**config.mk**
```make
export PLATFORM = sky130hd
export DESIGN_NAME = intersection_controller_flat
export DESIGN_NICKNAME = d
export VERILOG_FILES = /design/src/rtl/intersection_controller_if.sv /design/src/rtl/intersection_controller.sv /design/src/flat_wrapper.sv
export SDC_FILE = /design/constraint.sdc
export NUM_CORES = 1
export LEC_CHECK = 0
export BUFFER_PORTS_ARGS = -buffer_cell sky130_fd_sc_hd__clkbuf_2
export CAP_MARGIN = 10
export CORE_MARGIN = 3
export CORE_UTILIZATION = 51
export CTS_CLUSTER_DIAMETER = 200
export CTS_CLUSTER_SIZE = 25
export DETAILED_ROUTE_END_ITERATION = 10
export PLACE_DENSITY = 0.75
export SYNTH_ARGS = -nofsm -noshare
export SYNTH_HDL_FRONTEND = slang
export SYNTH_SLANG_ARGS = --single-unit
```
**constraint.sdc**
```tcl
create_clock -name clk -period 2.3 [get_ports clk]
set_input_delay 0.23 -clock clk [delete_from_list [all_inputs] [get_ports clk]]
set_output_delay 0.23 -clock clk [all_outputs]
set_load 0.03 [all_outputs]
```
**src/rtl/intersection_controller_if.sv**
```systemverilog
// Request inputs and lamp outputs of the intersection sequencer.
// master = the controller, slave = the lamp drivers / detectors side.
interface intersection_controller_if;
  logic       i_ew_req;
  logic       i_ped_req;
  logic       o_ns_green, o_ns_yellow, o_ns_red;
  logic       o_ew_green, o_ew_yellow, o_ew_red;
  logic       o_walk;
  logic [2:0] o_phase;

  modport master (
    input  i_ew_req, i_ped_req,
    output o_ns_green, o_ns_yellow, o_ns_red,
    output o_ew_green, o_ew_yellow, o_ew_red,
    output o_walk, o_phase
  );

  modport slave (
    output i_ew_req, i_ped_req,
    input  o_ns_green, o_ns_yellow, o_ns_red,
    input  o_ew_green, o_ew_yellow, o_ew_red,
    input  o_walk, o_phase
  );
endinterface

```
**src/rtl/intersection_controller.sv**
```systemverilog
// Demand-actuated two-road intersection sequencer with pedestrian walk phase.
// One FSM, one shared saturating cycle timer, Moore lamp outputs.
module intersection_controller #(
  parameter int GREEN_MIN = 7,
  parameter int GREEN_MAX = 15,
  parameter int YELLOW    = 5,
  parameter int ALL_RED   = 1,
  parameter int WALK      = 4
) (
  input logic clk,
  input logic i_rst,
  intersection_controller_if.master bus
);
  localparam int TW = $clog2(GREEN_MAX + 1);
  localparam logic [TW-1:0] T_GMIN = TW'(GREEN_MIN);
  localparam logic [TW-1:0] T_GMAX = TW'(GREEN_MAX);
  localparam logic [TW-1:0] T_YEL  = TW'(YELLOW);
  localparam logic [TW-1:0] T_AR   = TW'(ALL_RED);
  localparam logic [TW-1:0] T_WALK = TW'(WALK);

  typedef enum logic [2:0] {
    S_NS_GREEN  = 3'd0,
    S_NS_YELLOW = 3'd1,
    S_RED_A     = 3'd2,
    S_WALK      = 3'd3,
    S_EW_GREEN  = 3'd4,
    S_EW_YELLOW = 3'd5,
    S_RED_B     = 3'd6
  } state_t;

  state_t        state, state_nxt;
  logic [TW-1:0] timer;
  logic          ew_pend, ped_pend;
  logic          enter_ew, enter_walk;

  assign enter_ew   = (state_nxt == S_EW_GREEN) && (state != S_EW_GREEN);
  assign enter_walk = (state_nxt == S_WALK)     && (state != S_WALK);

  // Clear on phase entry beats a same-cycle request: that request is served.
  always_ff @(posedge clk) begin
    if (i_rst) begin
      state    <= S_RED_B;
      timer    <= TW'(1);
      ew_pend  <= 1'b0;
      ped_pend <= 1'b0;
    end else begin
      state <= state_nxt;
      if (state_nxt != state)  timer <= TW'(1);
      else if (timer != '1)    timer <= timer + 1'b1;
      ew_pend  <= enter_ew   ? 1'b0 : (ew_pend  | bus.i_ew_req);
      ped_pend <= enter_walk ? 1'b0 : (ped_pend | bus.i_ped_req);
    end
  end

  always_comb begin
    state_nxt       = state;
    bus.o_ns_green  = 1'b0;
    bus.o_ns_yellow = 1'b0;
    bus.o_ns_red    = 1'b1;
    bus.o_ew_green  = 1'b0;
    bus.o_ew_yellow = 1'b0;
    bus.o_ew_red    = 1'b1;
    bus.o_walk      = 1'b0;
    bus.o_phase     = state;
    case (state)
      S_NS_GREEN: begin
        bus.o_ns_green = 1'b1;
        bus.o_ns_red   = 1'b0;
        if (timer >= T_GMIN && (ew_pend || ped_pend)) state_nxt = S_NS_YELLOW;
      end
      S_NS_YELLOW: begin
        bus.o_ns_yellow = 1'b1;
        bus.o_ns_red    = 1'b0;
        if (timer == T_YEL) state_nxt = S_RED_A;
      end
      S_RED_A: begin
        if (timer == T_AR) state_nxt = ped_pend ? S_WALK : S_EW_GREEN;
      end
      S_WALK: begin
        bus.o_walk = 1'b1;
        if (timer == T_WALK) state_nxt = ew_pend ? S_EW_GREEN : S_RED_B;
      end
      S_EW_GREEN: begin
        bus.o_ew_green = 1'b1;
        bus.o_ew_red   = 1'b0;
        // Gap-out once minimum is served and the detector is clear, else max-out.
        if ((timer >= T_GMIN && !bus.i_ew_req) || timer == T_GMAX)
          state_nxt = S_EW_YELLOW;
      end
      S_EW_YELLOW: begin
        bus.o_ew_yellow = 1'b1;
        bus.o_ew_red    = 1'b0;
        if (timer == T_YEL) state_nxt = S_RED_B;
      end
      S_RED_B: begin
        if (timer == T_AR) state_nxt = S_NS_GREEN;
      end
      default: state_nxt = S_RED_B;
    endcase
  end
endmodule

```
**src/flat_wrapper.sv**
```systemverilog
// flat-port wrapper written by rule: the top's interface ports become plain ports
module intersection_controller_flat 
#(
  parameter int GREEN_MIN = 7,
  parameter int GREEN_MAX = 15,
  parameter int YELLOW    = 5,
  parameter int ALL_RED   = 1,
  parameter int WALK      = 4
)
  (clk, i_rst, bus_i_ew_req, bus_i_ped_req, bus_o_ns_green, bus_o_ns_yellow, bus_o_ns_red, bus_o_ew_green, bus_o_ew_yellow, bus_o_ew_red, bus_o_walk, bus_o_phase);
  intersection_controller_if bus_i ();
  input logic clk;
  input logic i_rst;
  input wire logic [$bits(bus_i.i_ew_req)-1:0] bus_i_ew_req;
  input wire logic [$bits(bus_i.i_ped_req)-1:0] bus_i_ped_req;
  output wire logic [$bits(bus_i.o_ns_green)-1:0] bus_o_ns_green;
  output wire logic [$bits(bus_i.o_ns_yellow)-1:0] bus_o_ns_yellow;
  output wire logic [$bits(bus_i.o_ns_red)-1:0] bus_o_ns_red;
  output wire logic [$bits(bus_i.o_ew_green)-1:0] bus_o_ew_green;
  output wire logic [$bits(bus_i.o_ew_yellow)-1:0] bus_o_ew_yellow;
  output wire logic [$bits(bus_i.o_ew_red)-1:0] bus_o_ew_red;
  output wire logic [$bits(bus_i.o_walk)-1:0] bus_o_walk;
  output wire logic [$bits(bus_i.o_phase)-1:0] bus_o_phase;
  assign bus_i.i_ew_req = bus_i_ew_req;
  assign bus_i.i_ped_req = bus_i_ped_req;
  assign bus_o_ns_green = bus_i.o_ns_green;
  assign bus_o_ns_yellow = bus_i.o_ns_yellow;
  assign bus_o_ns_red = bus_i.o_ns_red;
  assign bus_o_ew_green = bus_i.o_ew_green;
  assign bus_o_ew_yellow = bus_i.o_ew_yellow;
  assign bus_o_ew_red = bus_i.o_ew_red;
  assign bus_o_walk = bus_i.o_walk;
  assign bus_o_phase = bus_i.o_phase;
  intersection_controller #(.GREEN_MIN(GREEN_MIN), .GREEN_MAX(GREEN_MAX), .YELLOW(YELLOW), .ALL_RED(ALL_RED), .WALK(WALK)) u_core (.clk(clk), .i_rst(i_rst), .bus(bus_i));
endmodule
```
# After elaboration in Yosys (flattened, before gate mapping)

Index checks and enable logic that the tools add are counted.

Flip-flop bits (word level): 9
Bits in latches: 0
RAM bits: 0
ROM bits: 0
Input port bits: 4
Output and inout port bits: 10
Memories: 0

Add/subtract/negate cells: 1
Multiply operators: 0
Div/mod/pow operators: 0
Magnitude comparators: 1
Equality and inequality tests: 16
Shift-type cells: 0
Mux-type cells: 17
Bitwise operators: 2
Reductions and logical operators: 13

Operators with widths:

| operator              | count |
|---|---|
| $mux W3               | 8 |
| $pmux W3 S7           | 1 |
| $eq A3 B3 Y1 const B  | 4 |
| $reduce_or A2 Y1      | 5 |
| $eq A3 B2 Y1 const B  | 3 |
| $eq A4 B3 Y1 const B  | 2 |
| $mux W1               | 7 |
| $add A4 B1 Y4 const B | 1 |
| $eq A4 B1 Y1 const B  | 1 |
| $eq A4 B4 Y1 const B  | 1 |
| $ge A4 B3 Y1 const B  | 1 |
| $logic_and A1 B1 Y1   | 4 |
| $ne A4 B4 Y1 const B  | 1 |
| $eq A3 B1 Y1 const B  | 1 |
| $logic_not A3 Y1      | 1 |
| $ne A3 B2 Y1 const B  | 1 |
| $ne A3 B3 Y1          | 1 |
| $ne A3 B3 Y1 const B  | 1 |
| $logic_or A1 B1 Y1    | 2 |
| $mux W2               | 1 |
| $or A1 B1 Y1          | 2 |
| $logic_not A1 Y1      | 1 |

# Logic depth before layout (Yosys ltp)

Depth in word-level cells: 8
Depth in mapped cells: 6
Depth with buffers taken out: 6

# Worst setup path before layout

OpenSTA, ideal clock, no wires.

Kind: reg-to-reg
From: register u_core.state[2], in the netlist u_core.bus.o_phase[2]
To: register u_core.timer[0]
Setup time: 0.120 ns
Arrival time: 1.895 ns
Slack: 0.285 ns
Stages on the path, launching flop included: 6
Clock period less this slack: 2.015 ns
Path through: dfxtp_1 > buf_6 > and3b_4 > a32o_1 > or4_4 > a211o_1

Cells in the longest elaborated chain, start to end: 4
Elaborated cells on any way between the ends: 17

RTL lines:

| what                                       | line                          | source |
|---|---|---|
| start: declaration                         | intersection_controller.sv:31 | `state_t state, state_nxt;` |
| start signal: assignment                   | intersection_controller.sv:47 | `state <= state_nxt;` |
| $eq A3 B3 Y1, or another cell as far along | intersection_controller.sv:65 | `case (state)` |
| $pmux W3 S7                                | intersection_controller.sv:65 |  |
| $ne A3 B3 Y1 (*)                           | intersection_controller.sv:48 | `if (state_nxt != state) timer <= TW'(1);` |
| $reduce_or A2 Y1 (no line) (*)             | n/a                           |  |
| end signal: assignment                     | intersection_controller.sv:49 | `else if (timer != '1) timer <= timer + 1'b1;` |
| end: declaration                           | intersection_controller.sv:32 | `logic [TW-1:0] timer;` |

Every way passes the cells marked *; elsewhere a longest branch is shown, timed or not.
A chain may end at the register's enable or synchronous reset.

# Final worst setup path

From: register u_core.timer[1]
To: register u_core.state[2], in the netlist u_core.bus.o_phase[2]

Cells in the longest elaborated chain, start to end: 5
Elaborated cells on any way between the ends: 16

RTL lines:

| what                | line                                                         | source |
|---|---|---|
| $ge A4 B3 Y1        | intersection_controller.sv:69, intersection_controller.sv:87 |  |
| $logic_and A1 B1 Y1 | intersection_controller.sv:87                                | `if ((timer >= T_GMIN && !bus.i_ew_req) \|\| timer == T_GMAX)` |
| $logic_or A1 B1 Y1  | intersection_controller.sv:87                                |  |
| $mux W3             | intersection_controller.sv:87                                |  |
| $pmux W3 S7 (*)     | intersection_controller.sv:65                                |  |

Marks and branches as above.

==> impl_metrics.sql <==
INSERT INTO impl_metrics (metric_group, metric, value, unit) VALUES
('run_status', 'outcome', 'completed', ''),
('grt', 'grt_antenna_before_repair', '0', ''),
('route', 'routed_via_density', '6.04', ''),
('min_path', 'holdCritPathClass', 'in -> reg', ''),
('clock_network', 'ctsHtreeMaxLevel', '1', ''),
('sta', 'max_slew_margin', '58.8', '%'),
('sta', 'final.period_utilization', '89.3', '%'),
('sta', 'timing_max_transition_violations_final', '0', ''),
('clock_network', 'clock_insertion_delay_worst_skew', '260', 'ps'),
('clock_network', 'cts.reportedPaths.clkPinSlew', '60', 'ps'),
('logic_synthesis', 'synth_cell_area', '668', 'um^2'),
('route', 'topRoutingLayerUsed', 'met4', ''),
('worst_setup_path', 'reg2reg_setup_slack', '250', 'ps'),
('route', 'drtIter0Drc', '25', ''),
('logic_synthesis', 'syn_inst', '80', ''),
('clock_network', 'cts_hold_buf', '0', ''),
('final_layout', 'fin_nets', '101', ''),
('die', 'fp.dieW', '42.2', 'um'),
('placed_design', 'detailedPlacementHpwl', '1.01', 'mm'),
('logic_synthesis', 'syn_area_per_cell', '8.35', 'um^2'),
('grt', 'first_global_vias', '511', ''),
('clock_network', 'root_buffer', 'sky130_fd_sc_hd__clkbuf_4', ''),
('sta', 'worst_slew_pin_slew', '610', 'ps'),
('route', 'avgRoutedWirePerCell', '13.1', 'um'),
('placed_design', 'gp_routability_congestion', '0.821', ''),
('clock_network', 'clkSinkCount', '9', ''),
('route', 'drt.antenna.violating_nets', '0', ''),
('pwr', 'pwr_dens', '1220', 'nW/um^2'),
('clock_network', 'numCtsBuffers', '3', ''),
('route', 'detailroute.wirelength.met3', '131', 'um'),
('route', 'wl_met2', '538', 'um'),
('sta', 'fmax', '0.487', 'GHz'),
('route', 'remaining_drc_errors', '0', ''),
('route', 'met1Wirelength', '695', 'um'),
('route', 'detail_route.first_pass.iterations', '4', ''),
('grt', 'grt_remaining_overflow', '0', ''),
('worst_setup_path', 'crit_path_max_fanout', '5', ''),
('die', 'initial_utilization', '57.1', '%'),
('logic_synthesis', 'number_of_synthesized_register_bits', '9', ''),
('sta', 'timing.setup.tns', '0', 'ps'),
('sta', 'largest_clock_skew_in_the_final_design', '7.80', 'ps'),
('placed_design', 'detailed_place.area', '729', 'um^2'),
('die', 'coreArea', '1170', 'um^2'),
('worst_setup_path', 'startpoint_class_of_the_critical_path', 'flip-flop', ''),
('worst_setup_path', 'crit_path_end_kind', 'flip-flop', ''),
('sta', 'worst_slack', '247', 'ps'),
('worst_setup_path', 'worst_ep_arrival_time', '2200', 'ps'),
('worst_setup_path', 'cp.required', '2450', 'ps'),
('min_path', 'hold_path_startpoint', 'bus_i_ped_req', ''),
('clock_network', 'post_cts_resized', '0', ''),
('final_layout', 'area_of_all_placed_cells_without_fillers', '756', 'um^2'),
('clock_network', 'clock_path_buffers', '2', ''),
('placed_design', 'placement.io_buffers', '13', ''),
('worst_setup_path', 'timing.rr.end', 'u_core.bus.o_phase[2]$_SDFF_PP1_', ''),
('die', 'die_y', '42.2', 'um'),
('worst_setup_path', 'worst_r2r_path_depth', '6', ''),
('grt', 'grt_max_degree', '15', ''),
('pwr', 'ir_worst_vdd', '0.821', 'mV'),
('clock_network', 'cts.repair_timing.setup_buffer_count', '0', ''),
('min_path', 'whs_path_depth', '3', ''),
('die', 'die-area', '1780', 'um^2'),
('worst_setup_path', 'timing_worst_setup_path_type', 'reg -> reg', ''),
('flow_run', 'max_cap_viol_count', '0', ''),
('die', 'num_io_pins', '14', ''),
('route', 'finalWirelength', '1.40', 'mm'),
('logic_synthesis', 'syn_nets', '87', ''),
('route', 'overall_via_count_from_detail_route', '646', ''),
('worst_setup_path', 'r2r_start', 'u_core.timer[1]$_SDFFE_PP0N_', ''),
('min_path', 'worstHoldEndpoint', 'u_core.ped_pend$_SDFF_PP0_', ''),
('final_layout', 'insertedDiodeCount', '0', ''),
('grt', 'first_pass_grt_wire_length', '2.33', 'mm');
how the worst max path moves through the flow:
stage | startpoint | to | slack, ps | cells after the start
finish | u_core.timer[1]$_SDFFE_PP0N_ | u_core.bus.o_phase[2]$_SDFF_PP1_ | 250 | 6
global route | u_core.timer[1]$_SDFFE_PP0N_ | u_core.ew_pend$_SDFF_PP0_ | 60 | 6
CTS | u_core.timer[1]$_SDFFE_PP0N_ | u_core.timer[0]$_SDFFE_PP1N_ | 260 | 6
detailed placement | u_core.timer[1]$_SDFFE_PP0N_ | u_core.timer[0]$_SDFFE_PP1N_ | 280 | 6
global placement | u_core.timer[1]$_SDFFE_PP0N_ | u_core.bus.o_phase[2]$_SDFF_PP1_ | 280 | 6
floorplan | u_core.bus.o_phase[2]$_SDFF_PP1_ | u_core.timer[0]$_SDFFE_PP1N_ | 290 | 5
per-stage QoR:
step	total power [mW]	hold WS, ps
after floorplan	0.698	302
after global placement	0.800	484
after detailed placement	0.800	486
final	0.925	214
after global routing	1.00	241
after CTS	0.926	205
cells in the final DEF, fill, tap and decap left out:
| cell type | instances |
|---|---|
| sky130_fd_sc_hd__o21bai_1 | 1 |
| sky130_fd_sc_hd__a311oi_1 | 2 |
| sky130_fd_sc_hd__nor3_1 | 2 |
| sky130_fd_sc_hd__a22oi_1 | 1 |
| sky130_fd_sc_hd__nand4bb_1 | 1 |
| sky130_fd_sc_hd__a31oi_1 | 1 |
| sky130_fd_sc_hd__clkbuf_2 | 13 |
| sky130_fd_sc_hd__a2111oi_1 | 2 |
| sky130_fd_sc_hd__nand3_1 | 3 |
| sky130_fd_sc_hd__nor4b_1 | 2 |
| sky130_fd_sc_hd__ha_1 | 3 |
| sky130_fd_sc_hd__a32o_1 | 1 |
| sky130_fd_sc_hd__mux2i_1 | 2 |
| sky130_fd_sc_hd__buf_4 | 1 |
| sky130_fd_sc_hd__a21boi_0 | 1 |
| sky130_fd_sc_hd__or2b_1 | 2 |
| sky130_fd_sc_hd__and3b_4 | 1 |
| sky130_fd_sc_hd__a211oi_1 | 3 |
| sky130_fd_sc_hd__a211o_1 | 1 |
| sky130_fd_sc_hd__xnor2_1 | 1 |
| sky130_fd_sc_hd__clkbuf_4 | 3 |
| sky130_fd_sc_hd__a221o_1 | 1 |
| sky130_fd_sc_hd__o31ai_1 | 1 |
| sky130_fd_sc_hd__or4_4 | 1 |
| sky130_fd_sc_hd__nand2b_1 | 2 |
| sky130_fd_sc_hd__and3b_1 | 1 |
| sky130_fd_sc_hd__dfxtp_1 | 9 |
| sky130_fd_sc_hd__a41oi_1 | 1 |
| sky130_fd_sc_hd__inv_1 | 4 |
| sky130_fd_sc_hd__nor3b_1 | 1 |
| sky130_fd_sc_hd__nand3b_1 | 2 |
| sky130_fd_sc_hd__nor2b_1 | 2 |
| sky130_fd_sc_hd__or2_2 | 2 |
| sky130_fd_sc_hd__nand2_1 | 2 |
| sky130_fd_sc_hd__clkbuf_1 | 1 |
| sky130_fd_sc_hd__nor2_1 | 10 |
| sky130_fd_sc_hd__a311o_1 | 1 |
| sky130_fd_sc_hd__a21oi_1 | 1 |
| sky130_fd_sc_hd__o21ai_0 | 3 |
| sky130_fd_sc_hd__and2b_1 | 1 |
critical path: stages (launching register included):
cell and delay (ps):
sky130_fd_sc_hd__dfxtp_1 330, sky130_fd_sc_hd__inv_1 80, sky130_fd_sc_hd__ha_1 230, sky130_fd_sc_hd__nor4b_1 540, sky130_fd_sc_hd__nand2_1 150, sky130_fd_sc_hd__a221o_1 350
sky130_fd_sc_hd__or2_2 280
Yosys cell counts:
cell | number | area, um^2
sky130_fd_sc_hd__nor2_1 | 10 | 37.5
sky130_fd_sc_hd__or2_2 | 2 | 12.5
sky130_fd_sc_hd__mux2i_1 | 2 | 20.0
sky130_fd_sc_hd__nand2_1 | 2 | 7.51
sky130_fd_sc_hd__or4_4 | 1 | 11.3
sky130_fd_sc_hd__a311oi_1 | 2 | 17.5
sky130_fd_sc_hd__nor3b_1 | 1 | 7.51
sky130_fd_sc_hd__dfxtp_1 | 9 | 180
sky130_fd_sc_hd__ha_1 | 3 | 37.5
sky130_fd_sc_hd__buf_6 | 1 | 11.3
sky130_fd_sc_hd__a2111oi_1 | 2 | 20.0
sky130_fd_sc_hd__a211o_1 | 1 | 8.76
sky130_fd_sc_hd__a41oi_1 | 1 | 8.76
sky130_fd_sc_hd__a311o_1 | 1 | 10.0
sky130_fd_sc_hd__a22oi_1 | 1 | 7.51
sky130_fd_sc_hd__and3b_4 | 1 | 12.5
sky130_fd_sc_hd__o31ai_1 | 1 | 7.51
sky130_fd_sc_hd__a32o_1 | 1 | 10.0
sky130_fd_sc_hd__nor3_1 | 2 | 10.0
sky130_fd_sc_hd__clkbuf_1 | 2 | 7.51
sky130_fd_sc_hd__o21ai_0 | 3 | 15.0
sky130_fd_sc_hd__nand4bb_1 | 1 | 11.3
sky130_fd_sc_hd__a21boi_0 | 1 | 7.51
sky130_fd_sc_hd__and2b_1 | 1 | 7.51
sky130_fd_sc_hd__buf_2 | 2 | 10.0
sky130_fd_sc_hd__nand3_1 | 3 | 15.0
sky130_fd_sc_hd__a31oi_1 | 1 | 6.26
sky130_fd_sc_hd__a21oi_1 | 1 | 5.00
sky130_fd_sc_hd__inv_1 | 4 | 15.0
sky130_fd_sc_hd__or2b_1 | 2 | 15.0
sky130_fd_sc_hd__nand3b_1 | 2 | 15.0
sky130_fd_sc_hd__nor2b_1 | 2 | 12.5
sky130_fd_sc_hd__xnor2_1 | 1 | 8.76
sky130_fd_sc_hd__nand2b_1 | 2 | 12.5
sky130_fd_sc_hd__o21bai_1 | 1 | 7.51
sky130_fd_sc_hd__and3b_1 | 1 | 8.76
sky130_fd_sc_hd__a211oi_1 | 3 | 22.5
sky130_fd_sc_hd__a221o_1 | 1 | 10.0
sky130_fd_sc_hd__nor4b_1 | 2 | 17.5
area by class of cell:
cell class / count / area (um^2)
timing repair buffer: 14 / 72.6
inverter: 4 / 15.0
multi-input combinational: 62 / 444
tap: 14 / 17.5
sequential: 9 / 180
fill: 119 / 415
clock buffer: 4 / 26.3
routing by layer:
metal,track usage (%),vias up
li1,-,326
met1,25.8,283
met2,21.0,32
met3,3.86,5
met4,11.2,0
met5,0,-
kinds of logic after synthesis:
family | Yosys count | synth area share, %
buf+inv | 9 | 6.55
flops | 9 | 27.0
compound gates | 21 | 24.5
simple gates | 35 | 32.0
xor+xnor | 1 | 1.31
mux | 2 | 3.00
fa+ha+maj | 3 | 5.62
sequential cells by signal, indices dropped and copies added, names as in the netlist:
register            cells
u_core.bus.o_phase      3
u_core.ew_pend          1
u_core.ped_pend         1
u_core.timer            4
where the power goes:
group          internal, mW  switching, mW  leakage [nW]
combinational         0.207          0.292         0.241
clock                0.0667         0.0535        0.0150
sequential            0.207         0.0986        0.0744
total                 0.481          0.444         0.330
Power figures use the tool's default switching activity.
